==> src/rtl/pll_seq_pkg.sv <==
// Shared types and helpers for the PLL reset sequencer.
// State encodings are also exported on state_dbg, so they are fixed values.
package pll_seq_pkg;

  localparam int STATE_W = 3;

  typedef enum logic [STATE_W-1:0] {
    S_PLL_RST     = 3'd0,
    S_WAIT_LOCK   = 3'd1,
    S_LOCK_STABLE = 3'd2,
    S_RELEASE     = 3'd3,
    S_RUN         = 3'd4,
    S_FAULT       = 3'd5
  } seq_state_t;

  // Timer must hold the longest interval any state measures, plus headroom.
  function automatic int tmr_width(int lock_timeout, int stage_span,
                                   int pll_rst_cycles, int lock_stable_cycles);
    int m;
    m = lock_timeout;
    if (stage_span > m)         m = stage_span;
    if (pll_rst_cycles > m)     m = pll_rst_cycles;
    if (lock_stable_cycles > m) m = lock_stable_cycles;
    return $clog2(m) + 1;
  endfunction

endpackage

==> src/rtl/sync_2ff.sv <==
// Generic two-flop synchroniser for asynchronous level inputs.
// Both stages reset to 0.
module sync_2ff #(
  parameter int WIDTH = 1
) (
  input  logic             clk,
  input  logic             rst_n,
  input  logic [WIDTH-1:0] i_d,
  output logic [WIDTH-1:0] o_q
);

  logic [WIDTH-1:0] r_meta;
  logic [WIDTH-1:0] r_sync;

  always_ff @(posedge clk or negedge rst_n) begin
    if (!rst_n) begin
      r_meta <= '0;
      r_sync <= '0;
    end else begin
      r_meta <= i_d;
      r_sync <= r_meta;
    end
  end

  assign o_q = r_sync;

endmodule

==> src/rtl/pll_reset_sequencer.sv <==
// PLL bring-up and staged fabric reset release with lock qualification,
// bounded retry on lock timeout and full resequence on lock loss.
//
// state         | meaning
// S_PLL_RST     | PLL held in reset for PLL_RST_CYCLES
// S_WAIT_LOCK   | PLL running, waiting for synchronised lock (timeout/retry)
// S_LOCK_STABLE | lock seen, requiring LOCK_STABLE_CYCLES clean cycles
// S_RELEASE     | domains released one by one, STAGE_GAP apart
// S_RUN         | all domains released, ready
// S_FAULT       | retries exhausted, sticky until soft_rst_req or rst_n
module pll_reset_sequencer
  import pll_seq_pkg::*;
#(
  parameter int N_DOMAINS          = 3,
  parameter int PLL_RST_CYCLES     = 4,
  parameter int LOCK_TIMEOUT       = 64,
  parameter int LOCK_STABLE_CYCLES = 8,
  parameter int STAGE_GAP          = 4,
  parameter int MAX_RETRIES        = 2,
  parameter int CNT_W              = 8
) (
  input  logic                 clk,
  input  logic                 rst_n,
  input  logic                 pll_lock,
  input  logic                 soft_rst_req,
  output logic                 pll_rst_n,
  output logic [N_DOMAINS-1:0] domain_rst_n,
  output logic                 ready,
  output logic                 fault,
  output logic [STATE_W-1:0]   state_dbg,
  output logic [CNT_W-1:0]     retry_count,
  output logic [CNT_W-1:0]     lock_loss_count
);

  localparam int TMR_W = tmr_width(LOCK_TIMEOUT, STAGE_GAP * (N_DOMAINS + 1),
                                   PLL_RST_CYCLES, LOCK_STABLE_CYCLES);

  localparam logic [TMR_W-1:0] TC_PLL_RST = TMR_W'(PLL_RST_CYCLES - 1);
  localparam logic [TMR_W-1:0] TC_TIMEOUT = TMR_W'(LOCK_TIMEOUT - 1);
  localparam logic [TMR_W-1:0] TC_STABLE  = TMR_W'(LOCK_STABLE_CYCLES - 1);
  localparam logic [TMR_W-1:0] TC_RELEASE = TMR_W'(STAGE_GAP * N_DOMAINS);
  localparam logic [CNT_W-1:0] RETRY_MAX  = CNT_W'(MAX_RETRIES);

  logic w_lock_s;

  sync_2ff #(.WIDTH(1)) u_lock_sync (
    .clk   (clk),
    .rst_n (rst_n),
    .i_d   (pll_lock),
    .o_q   (w_lock_s)
  );

  seq_state_t           r_state;
  seq_state_t           w_state_nxt;
  logic [TMR_W-1:0]     r_tmr;
  logic [TMR_W-1:0]     w_tmr_nxt;
  logic [CNT_W-1:0]     r_retry;
  logic [CNT_W-1:0]     w_retry_nxt;
  logic [CNT_W-1:0]     r_loss;
  logic                 w_loss_inc;

  logic                 r_pll_rst_n;
  logic                 w_pll_rst_n_nxt;
  logic [N_DOMAINS-1:0] r_dom;
  logic [N_DOMAINS-1:0] w_dom_nxt;
  logic                 r_ready;
  logic                 w_ready_nxt;
  logic                 r_fault;
  logic                 w_fault_nxt;

  always_ff @(posedge clk or negedge rst_n) begin
    if (!rst_n) begin
      r_state     <= S_PLL_RST;
      r_tmr       <= '0;
      r_retry     <= '0;
      r_loss      <= '0;
      r_pll_rst_n <= 1'b0;
      r_dom       <= '0;
      r_ready     <= 1'b0;
      r_fault     <= 1'b0;
    end else begin
      r_state     <= w_state_nxt;
      r_tmr       <= w_tmr_nxt;
      r_retry     <= w_retry_nxt;
      if (w_loss_inc && (r_loss != {CNT_W{1'b1}})) begin
        r_loss <= r_loss + CNT_W'(1);
      end
      r_pll_rst_n <= w_pll_rst_n_nxt;
      r_dom       <= w_dom_nxt;
      r_ready     <= w_ready_nxt;
      r_fault     <= w_fault_nxt;
    end
  end

  always_comb begin
    w_state_nxt = r_state;
    w_tmr_nxt   = r_tmr + TMR_W'(1);
    w_retry_nxt = r_retry;
    w_loss_inc  = 1'b0;

    case (r_state)
      S_PLL_RST: begin
        if (soft_rst_req) begin
          w_tmr_nxt = '0;
        end else if (r_tmr == TC_PLL_RST) begin
          w_state_nxt = S_WAIT_LOCK;
          w_tmr_nxt   = '0;
        end
      end
      S_WAIT_LOCK: begin
        if (w_lock_s) begin
          w_state_nxt = S_LOCK_STABLE;
          w_tmr_nxt   = '0;
        end else if (r_tmr == TC_TIMEOUT) begin
          w_tmr_nxt = '0;
          if (r_retry == RETRY_MAX) begin
            w_state_nxt = S_FAULT;
          end else begin
            w_state_nxt = S_PLL_RST;
            w_retry_nxt = r_retry + CNT_W'(1);
          end
        end
      end
      S_LOCK_STABLE: begin
        if (!w_lock_s) begin
          w_state_nxt = S_WAIT_LOCK;
          w_tmr_nxt   = '0;
        end else if (r_tmr == TC_STABLE) begin
          w_state_nxt = S_RELEASE;
          w_tmr_nxt   = '0;
        end
      end
      S_RELEASE: begin
        if (r_tmr == TC_RELEASE) begin
          w_state_nxt = S_RUN;
          w_tmr_nxt   = '0;
          w_retry_nxt = '0;
        end
      end
      S_RUN: begin
        w_tmr_nxt = '0;
      end
      S_FAULT: begin
        w_tmr_nxt = '0;
      end
      default: begin
        w_state_nxt = S_PLL_RST;
        w_tmr_nxt   = '0;
      end
    endcase

    // Lock loss once domains are being released restarts everything.
    if (!w_lock_s && ((r_state == S_RELEASE) || (r_state == S_RUN))) begin
      w_loss_inc  = 1'b1;
      w_state_nxt = S_PLL_RST;
      w_tmr_nxt   = '0;
      w_retry_nxt = '0;
    end

    if (soft_rst_req && (r_state != S_PLL_RST)) begin
      w_state_nxt = S_PLL_RST;
      w_tmr_nxt   = '0;
      w_retry_nxt = '0;
    end
  end

  // Outputs are decoded from the next state so the registers line up with it.
  always_comb begin
    w_pll_rst_n_nxt = (w_state_nxt == S_WAIT_LOCK) || (w_state_nxt == S_LOCK_STABLE) ||
                      (w_state_nxt == S_RELEASE)   || (w_state_nxt == S_RUN);
    w_ready_nxt     = (w_state_nxt == S_RUN);
    w_fault_nxt     = (w_state_nxt == S_FAULT);
    w_dom_nxt       = '0;
    for (int i = 0; i < N_DOMAINS; i++) begin
      w_dom_nxt[i] = (w_state_nxt == S_RUN) ||
                     ((w_state_nxt == S_RELEASE) &&
                      (w_tmr_nxt >= TMR_W'(STAGE_GAP * (i + 1))));
    end
  end

  assign pll_rst_n       = r_pll_rst_n;
  assign domain_rst_n    = r_dom;
  assign ready           = r_ready;
  assign fault           = r_fault;
  assign state_dbg       = r_state;
  assign retry_count     = r_retry;
  assign lock_loss_count = r_loss;

endmodule

==> config.mk <==
export PLATFORM = sky130hd
export DESIGN_NAME = pll_reset_sequencer
export DESIGN_NICKNAME = d
export VERILOG_FILES = /design/src/rtl/pll_seq_pkg.sv /design/src/rtl/sync_2ff.sv /design/src/rtl/pll_reset_sequencer.sv
export SDC_FILE = /design/constraint.sdc
export NUM_CORES = 1
export LEC_CHECK = 0
export BUFFER_PORTS_ARGS = -buffer_cell sky130_fd_sc_hd__clkbuf_2
export CAP_MARGIN = 25
export CORE_ASPECT_RATIO = 2
export CORE_MARGIN = 3
export CORE_UTILIZATION = 51
export DETAILED_ROUTE_END_ITERATION = 8
export PLACE_DENSITY = 0.75
export SLEW_MARGIN = 20
export SYNTH_ARGS = -nofsm -noshare
export SYNTH_HDL_FRONTEND = slang
export SYNTH_SLANG_ARGS = --single-unit
==> constraint.sdc <==
create_clock -name clk -period 1.9 [get_ports clk]
set_clock_uncertainty 0.05 [all_clocks]
set_input_delay 0.19 -clock clk [delete_from_list [all_inputs] [get_ports clk]]
set_output_delay 0.19 -clock clk [all_outputs]
set_load 0.02 [all_outputs]
==> flow_summary.yaml, run 1 <==
status:
  status: "finished, violations left"
  failed_checks: "negative setup slack"
placed_design:
  place_area_mm2: 0.002497
  place_inst: 312
  dpl_worst_slack_ns: -0.1268
  hpwl_um: 3831
  port-buffer-count: 28
  place.gp.congestion: 0.9916
critical_path:
  worstPathRequired_ns: 2.05
  startpoint: "state_dbg[0]$_DFF_PN0_"
  path_delay_family: "compound AO/OA/AOI/OAI gates"
  slowest_delay_ns: 0.54
  crit_arrival_ns: 2.16
  crit_end: "domain_rst_n[2]$_DFF_PN0_"
  cp-start-kind: "register"
  cp.buffers_inverters: 0
  cp_num_cells: 5
  critPathKind: "register to register"
  slowest_stage: "or4_4"
  cp_cell_sequence: "or4_4 > a31o_1 > a311oi_2 > a22oi_2 > o32ai_2"
  critPathMaxFanout: 3
  rr_startpoint: "state_dbg[0]$_DFF_PN0_"
  cp-end-kind: "register"
  timing.rr.end: "domain_rst_n[2]$_DFF_PN0_"
  ff2ff_path_depth: 5
  reg2reg_slack_ns: -0.12
global_route:
  grt_use_total_pct: 24.76
  antenna_found_initial: 0
  grt_pass1_vias: 1962
  grt-ovfl-total: 0
  grt_pass1_wl_um: 8880
  grt_max_degree: 23
pwr:
  vdd_drop_max_v: 0.0007988
  seq_power_share_pct: 32.2
  comb_power_share_pct: 44.6
  p_int_mw: 1.876
  pwr-share-clk_pct: 23.2
  p_per_area_mw_per_mm2: 1031
  leakagePower_nw: 1.320
  swShare_pct: 36.44
  p_switching_mw: 1.076
yosys:
  synth_warnings: 0
  syn_area_per_cell_um2: 10.16
  syn-cell-area_mm2: 0.002001
  synth_async_sr_flop_share_pct: 100.0
  yosys_most_used_dff: "dfrtp_1"
  ys_ff_latch: 34
  synth_nets: 206
  ys_seq_area_share_pct: 42.53
  synth_cell_types: 61
  syn_inst: 197
  synth_edf_count: 0
worst_hold_path:
  hold_start: "soft_rst_req"
  hp-class: "input pin to register"
floorplanning:
  die_w_um: 50.29
  core-area_mm2: 0.003685
  initial_core_util_pct: 54.30
  dieHeight_um: 94.58
  ios: 29
  die-area_mm2: 0.004756
  num_rows: 31
route:
  wl_um: 5628
  post-route-drc-count: 0
  viasPerCell: 6.021
  wl_per_cell_um: 17.26
  vias: 1963
  firstDrtPassIters: 4
  antenna_left: 0
  drtIter0Drc: 79
sta:
  worst_slew_pin_slew_ns: 0.5068
  max_freq_ghz: 0.4958
  drv_slew: 0
  min_period_ns: 2.017
  fin_crit_sh_pct: 106.1
  setup_slack_ns: -0.1168
  worst_hold_slack_ns: 0.2296
  grt_setup_unrepaired: "yes"
  finalHoldViolCount: 0
  finalSetupViolations: 10
  slew_headroom_pct: 66.11
cts:
  cts_sinks: 34
  cts_buffer_depth: 2
  numCtsBuffers: 5
  clkTransAtPathRegs_ns: 0.07
  cts-htree-levels: 2
  cts-root-buf: "clkbuf_8"
  clock_latency_ns: 0.29
  cts_tree: "built"
cells_and_area:
  layout-drive-gt1-share_pct: 49.82
  antenna_cells: 0
  fin_nets: 286
  syn_to_final_growth_pct: 43.09
  fin_util_pct: 77.69
  final_cells: 326
  fin_area_mm2: 0.002863
  fillCellCount: 255
job:
  maxCapViolations: 0
## worst register-to-register path: cells and delay by family (launching register included)
family,cells,cell delay [ns]
flops,1,0.43
simple gates,1,0.54
compound gates,4,0.90
## power by group through the flow
stage / Clock [mW] / Combinational, mW / Sequential (mW)
final: 0.685 / 1.32 / 0.952
after global routing: 0.738 / 1.41 / 0.970
after CTS: 0.700 / 1.18 / 0.940
after global placement: 0 / 1.11 / 0.941
after detailed placement: 0 / 1.14 / 0.948
after floorplan: 0 / 0.467 / 1.09
## cells in the final DEF (no fill, tap or decap), types with 3 or more instances in the layout
| master | count |
|---|---|
| a21oi_1 | 4 |
| buf_6 | 3 |
| nor2_1 | 9 |
| and3_1 | 4 |
| o21ai_0 | 3 |
| clkbuf_2 | 28 |
| and2_4 | 3 |
| nand3_2 | 3 |
| nand4_1 | 8 |
| inv_1 | 8 |
| o211ai_1 | 6 |
| o2bb2ai_1 | 5 |
| dfrtp_2 | 3 |
| xor2_1 | 5 |
| nand3_1 | 8 |
| or2_2 | 3 |
| ha_1 | 3 |
| nand2_1 | 8 |
| buf_4 | 46 |
| xnor2_1 | 6 |
| clkbuf_8 | 6 |
| nand2b_1 | 4 |
| dfrtp_1 | 31 |
## worst min path at each step
stage | endpoint | slack (ns) | cells past startpoint
after floorplan | domain_rst_n[0]$_DFF_PN0_ | -0.16 | 0
after global placement | lock_loss_count[5]$_DFFE_PN0P_ | 0.04 | 1
after detailed placement | lock_loss_count[5]$_DFFE_PN0P_ | 0.04 | 1
after CTS | r_tmr[0]$_DFF_PN0_ | 0.22 | 3
after global routing | r_tmr[0]$_DFF_PN0_ | 0.23 | 3
final | r_tmr[0]$_DFF_PN0_ | 0.23 | 3
## sequential cells by signal (all words and copies together), names as in the netlist
signal / count
domain_rst_n: 3
fault: 1
lock_loss_count: 8
pll_rst_n: 1
r_tmr: 7
ready: 1
retry_count: 8
state_dbg: 3
u_lock_sync.o_q: 1
u_lock_sync.r_meta: 1
## cell usage after synthesis (2+ instances only)
cell | count | area (µm²)
xnor2_1 | 6 | 52.55
and2_1 | 4 | 25.02
nand4_1 | 8 | 50.05
nand2b_1 | 4 | 25.02
or3_1 | 4 | 25.02
or2_2 | 3 | 18.77
clkbuf_8 | 4 | 55.05
dfrtp_1 | 34 | 850.8
o32ai_1 | 2 | 17.52
o21ai_0 | 5 | 25.02
a22oi_1 | 2 | 15.01
nor2_1 | 13 | 48.80
o31ai_1 | 4 | 30.03
nand2_1 | 9 | 33.78
nand3_1 | 11 | 55.05
o211ai_1 | 6 | 45.04
nor2b_1 | 2 | 12.51
ha_1 | 5 | 62.56
xor2_1 | 5 | 43.79
a21oi_1 | 6 | 30.03
inv_1 | 8 | 30.03
mux2i_1 | 2 | 20.02
nor3_1 | 2 | 10.01
o2bb2ai_1 | 6 | 52.55
and3_1 | 5 | 31.28
nor3b_1 | 2 | 15.01
## stage by stage
step,power (mW),setup TNS (ns)
global route,3.121,-1.729
CTS,2.822,-0.3092
global placement,2.049,-0.1745
detailed placement,2.083,-0.4383
floorplan,1.556,-0.1422
finish,2.952,-0.4646
## routing by layer
layer | track usage, % | routed length [µm]
met1 | 22.60 | 1851
met2 | 47.27 | 3309
met3 | 5.055 | 222
met4 | 15.96 | 244
met5 | 0 | 0
## cells by family (layout without fill, tap and decap cells)
kind of cell	Yosys count	after routing	share of synthesized area, %
buf+inv	16	96	5.253
mux	4	4	2.126
compound gates	47	47	18.32
simple gates	80	80	23.83
xor+xnor	11	11	4.815
flops	34	34	42.53
fa+ha+maj	5	5	3.127
## what timing repair did
item,in CTS,in global routing
pin swaps,5,15
hold buffers,2,0
resized for setup,12,30
setup buffers,2,4
endpoints found under the hold margin,13,0
endpoints found under the setup margin,8,21
## area by class of cell
cell class | count | area [µm²] | area share, %
multi-input combinational | 147 | 1241 | 43.36
sequential | 34 | 854.6 | 29.85
timing repair buffer | 80 | 559.3 | 19.54
clock buffer | 6 | 82.58 | 2.885
tap | 49 | 61.31 | 2.142
inverter | 9 | 33.78 | 1.180
clock inverter | 1 | 30.03 | 1.049
Power figures use the tool's default switching activity.
==> run 2, diff against run 1 <==
--- a/config.mk
+++ b/config.mk
@@ -9,10 +9,11 @@
 export CAP_MARGIN = 25
 export CORE_ASPECT_RATIO = 2
 export CORE_MARGIN = 3
-export CORE_UTILIZATION = 51
+export CORE_UTILIZATION = 50
 export DETAILED_ROUTE_END_ITERATION = 8
-export PLACE_DENSITY = 0.75
+export PLACE_DENSITY = 0.74
 export SLEW_MARGIN = 20
 export SYNTH_ARGS = -nofsm -noshare
 export SYNTH_HDL_FRONTEND = slang
+export SYNTH_HIERARCHICAL = 1
 export SYNTH_SLANG_ARGS = --single-unit
==> run 2 against run 1 <==
Critical path type unchanged. The flow still finishes with violations (negative setup slack). Sequential power decreased by 2.5%. Routed wire length down 9.2%. Via count down 10%. Utilization down 2.5 points. Clock-buffer cell count rose by 1. Synthesized cell count decreased by 2.5%. Fmax increased by 1.1%. Non-clock buffer count fell by 5.
==> flow_summary.yaml, run 2 <==
status:
  status: "finished, violations left"
  failed_checks: "negative setup slack"
yosys:
  synth_warnings: 6
  synth_top_area_share_pct: 45.79
  syn_inst: 192
  synth_cell_types: 53
  ys_ff_latch: 34
  ys_seq_area_share_pct: 45.79
  yosys-top-cells-count: "34 x dfrtp_1, 16 x nor2_1, 14 x nand2_1"
  syn_area_per_cell_um2: 9.677
  synth_edf_count: 0
  yosys.area.top_type: "dfrtp_1"
  syn-cell-area_mm2: 0.001858
  synth_nets: 201
  yosys_most_used_dff: "dfrtp_1"
  synth_async_sr_flop_share_pct: 100.0
  synth_most_common_cell: "dfrtp_1"
  ys_top_cells_by_area: "dfrtp_1 46%, xnor2_1 3.8%, ha_1 3.4%, nand3_1 3.2%, nor2_1 3.2%"
sta:
  max_freq_ghz: 0.5013
  finalSetupViolations: 14
  grt_setup_unrepaired: "yes"
  min_period_ns: 1.995
  slew_headroom_pct: 71.22
  fin_crit_sh_pct: 105.0
  setup_tns_ns: -0.7800
  setup_slack_ns: -0.09499
  finalHoldViolCount: 0
  worst_hold_slack_ns: 0.2908
  drv_slew: 0
  worst_slew_pin_slew_ns: 0.4298
floorplanning:
  num_rows: 30
  die_w_um: 49.11
  initial_core_util_pct: 53.23
  core-area_mm2: 0.003491
  dieHeight_um: 92.21
  die-area_mm2: 0.004528
  ios: 29
global_route:
  grt_use_total_pct: 22.79
  antenna_found_initial: 0
  grt_pass1_vias: 1818
  grt_max_degree: 15
  grt-ovfl-total: 0
  grt_pass1_wl_um: 7962
route:
  viasPerCell: 5.579
  wl_per_cell_um: 16.17
  firstDrtPassIters: 4
  wl_um: 5110
  antenna_left: 0
  drtIter0Drc: 53
  vias: 1763
  post-route-drc-count: 0
critical_path:
  path_delay_family: "simple AND/OR/NAND/NOR gates"
  critPathMaxFanout: 6
  cp_cell_sequence: "ha_4 > nand3_4 > or3_4 > a221o_1 > nor3b_4 > o21ba_1 > o2bb2ai_1"
  cp-end-kind: "register"
  slowest_stage: "dfrtp_1"
  cp-start-kind: "register"
  worstPathRequired_ns: 2.02
  reg2reg_slack_ns: -0.09
  timing.rr.end: "domain_rst_n[0]$_DFF_PN0_"
  crit_arrival_ns: 2.12
  cp_num_cells: 7
  slowest_delay_ns: 0.43
  ff2ff_path_depth: 7
  rr_startpoint: "r_tmr[1]$_DFF_PN0_"
  critPathKind: "register to register"
  cp.buffers_inverters: 0
cts:
  cts_tree: "built"
  numCtsBuffers: 5
  cts_buffer_depth: 2
  cts_sinks: 34
  cts-htree-levels: 2
  clkTransAtPathRegs_ns: 0.07
  cts-root-buf: "clkbuf_8"
  clock_latency_ns: 0.29
placed_design:
  dpl_worst_slack_ns: -0.2789
  place.gp.congestion: 0.8654
  place_area_mm2: 0.002338
  hpwl_um: 3604
  port-buffer-count: 28
cells_and_area:
  final_common_cell: "buf_4"
  fin_nets: 276
  layout_common_cells: "44 x buf_4, 30 x dfrtp_1, 28 x clkbuf_2"
  antenna_cells: 0
  syn_to_final_growth_pct: 41.21
  fin_area_mm2: 0.002624
  layout-drive-gt1-share_pct: 43.66
pwr:
  p_per_area_mw_per_mm2: 1024
  leakagePower_nw: 1.201
  p_total_mw: 2.688
  vdd_drop_max_v: 0.0007767
job:
  maxCapViolations: 0
worst_hold_path:
  hp-class: "input pin to asynchronous set/reset pin"
==> run 2: changes by cell type in the layout (fill, tap and decap cells not counted), sizes merged, moves of 4 or more <==
cell,change
buf,-5
nor2b,+4
nand4,-7
nand2,+5
o211ai,-5
nor3,+4
o21ai,+10
or3,-4
==> run 2: logic make-up after synthesis <==
kind of cell | synth area share (%)
xor gates and xnor gates | 5.657
muxes | 0.6060
adders and majority gates | 3.367
and+or+nand+nor | 22.83
DFF | 45.79
buffers and inverters | 4.040
AOI/OAI and AO/OA | 17.71
==> run 2: worst max-delay path by stage <==
stage / startpoint / endpoint
after global routing: r_tmr[1]$_DFF_PN0_ / pll_rst_n$_DFF_PN0_
after CTS: r_tmr[1]$_DFF_PN0_ / domain_rst_n[0]$_DFF_PN0_
after floorplan: r_tmr[0]$_DFF_PN0_ / retry_count[7]$_DFFE_PN0P_
final: r_tmr[1]$_DFF_PN0_ / domain_rst_n[0]$_DFF_PN0_
after global placement: r_tmr[1]$_DFF_PN0_ / domain_rst_n[0]$_DFF_PN0_
after detailed placement: r_tmr[1]$_DFF_PN0_ / retry_count[3]$_DFFE_PN0P_
==> run 2: report_power, final <==
part	internal [mW]	switching, mW	leakage (nW)	total (mW)
registers	0.831	0.0972	0.455	0.928
clock network	0.292	0.259	0.0482	0.551
logic	0.553	0.654	0.698	1.21
==> run 2: cell type report <==
type / count / area [µm²]
clock inverters: 1 / 5.005
flip-flops and latches: 34 / 855.8
well taps: 48 / 60.06
inverters: 9 / 33.78
multi-input cells: 142 / 1081
repair buffers: 75 / 501.7
clock buffers: 7 / 86.33
fillers: 264 / 867.1
==> run 2: per-layer routing <==
| layer | track usage [%] | wire length (µm) | up-vias | share of wire [%] |
|---|---|---|---|---|
| li1 | - | - | 838 | - |
| met4 | 11.40 | 162 | 0 | 3.2 |
| met2 | 45.29 | 3069 | 47 | 60 |
| met5 | 0 | 0 | - | 0 |
| met1 | 21.22 | 1720 | 862 | 34 |
| met3 | 3.252 | 158 | 16 | 3.1 |
==> run 2: per-stage QoR <==
stage / cells / util, %
floorplan: 192 / -
global placement: 298 / 66.99
detailed placement: 298 / 66.99
CTS: 309 / 72.37
global route: 316 / 75.16
finish: 316 / 75.16
==> run 2: repair_timing <==
action | 4_1_cts | 5_1_grt
endpoints found under the setup margin | 17 | 26
setup buffers | 1 | 7
endpoints found under the hold margin | 13 | 0
pin swaps | 4 | 4
resized for setup | 18 | 15
hold buffers | 2 | 0
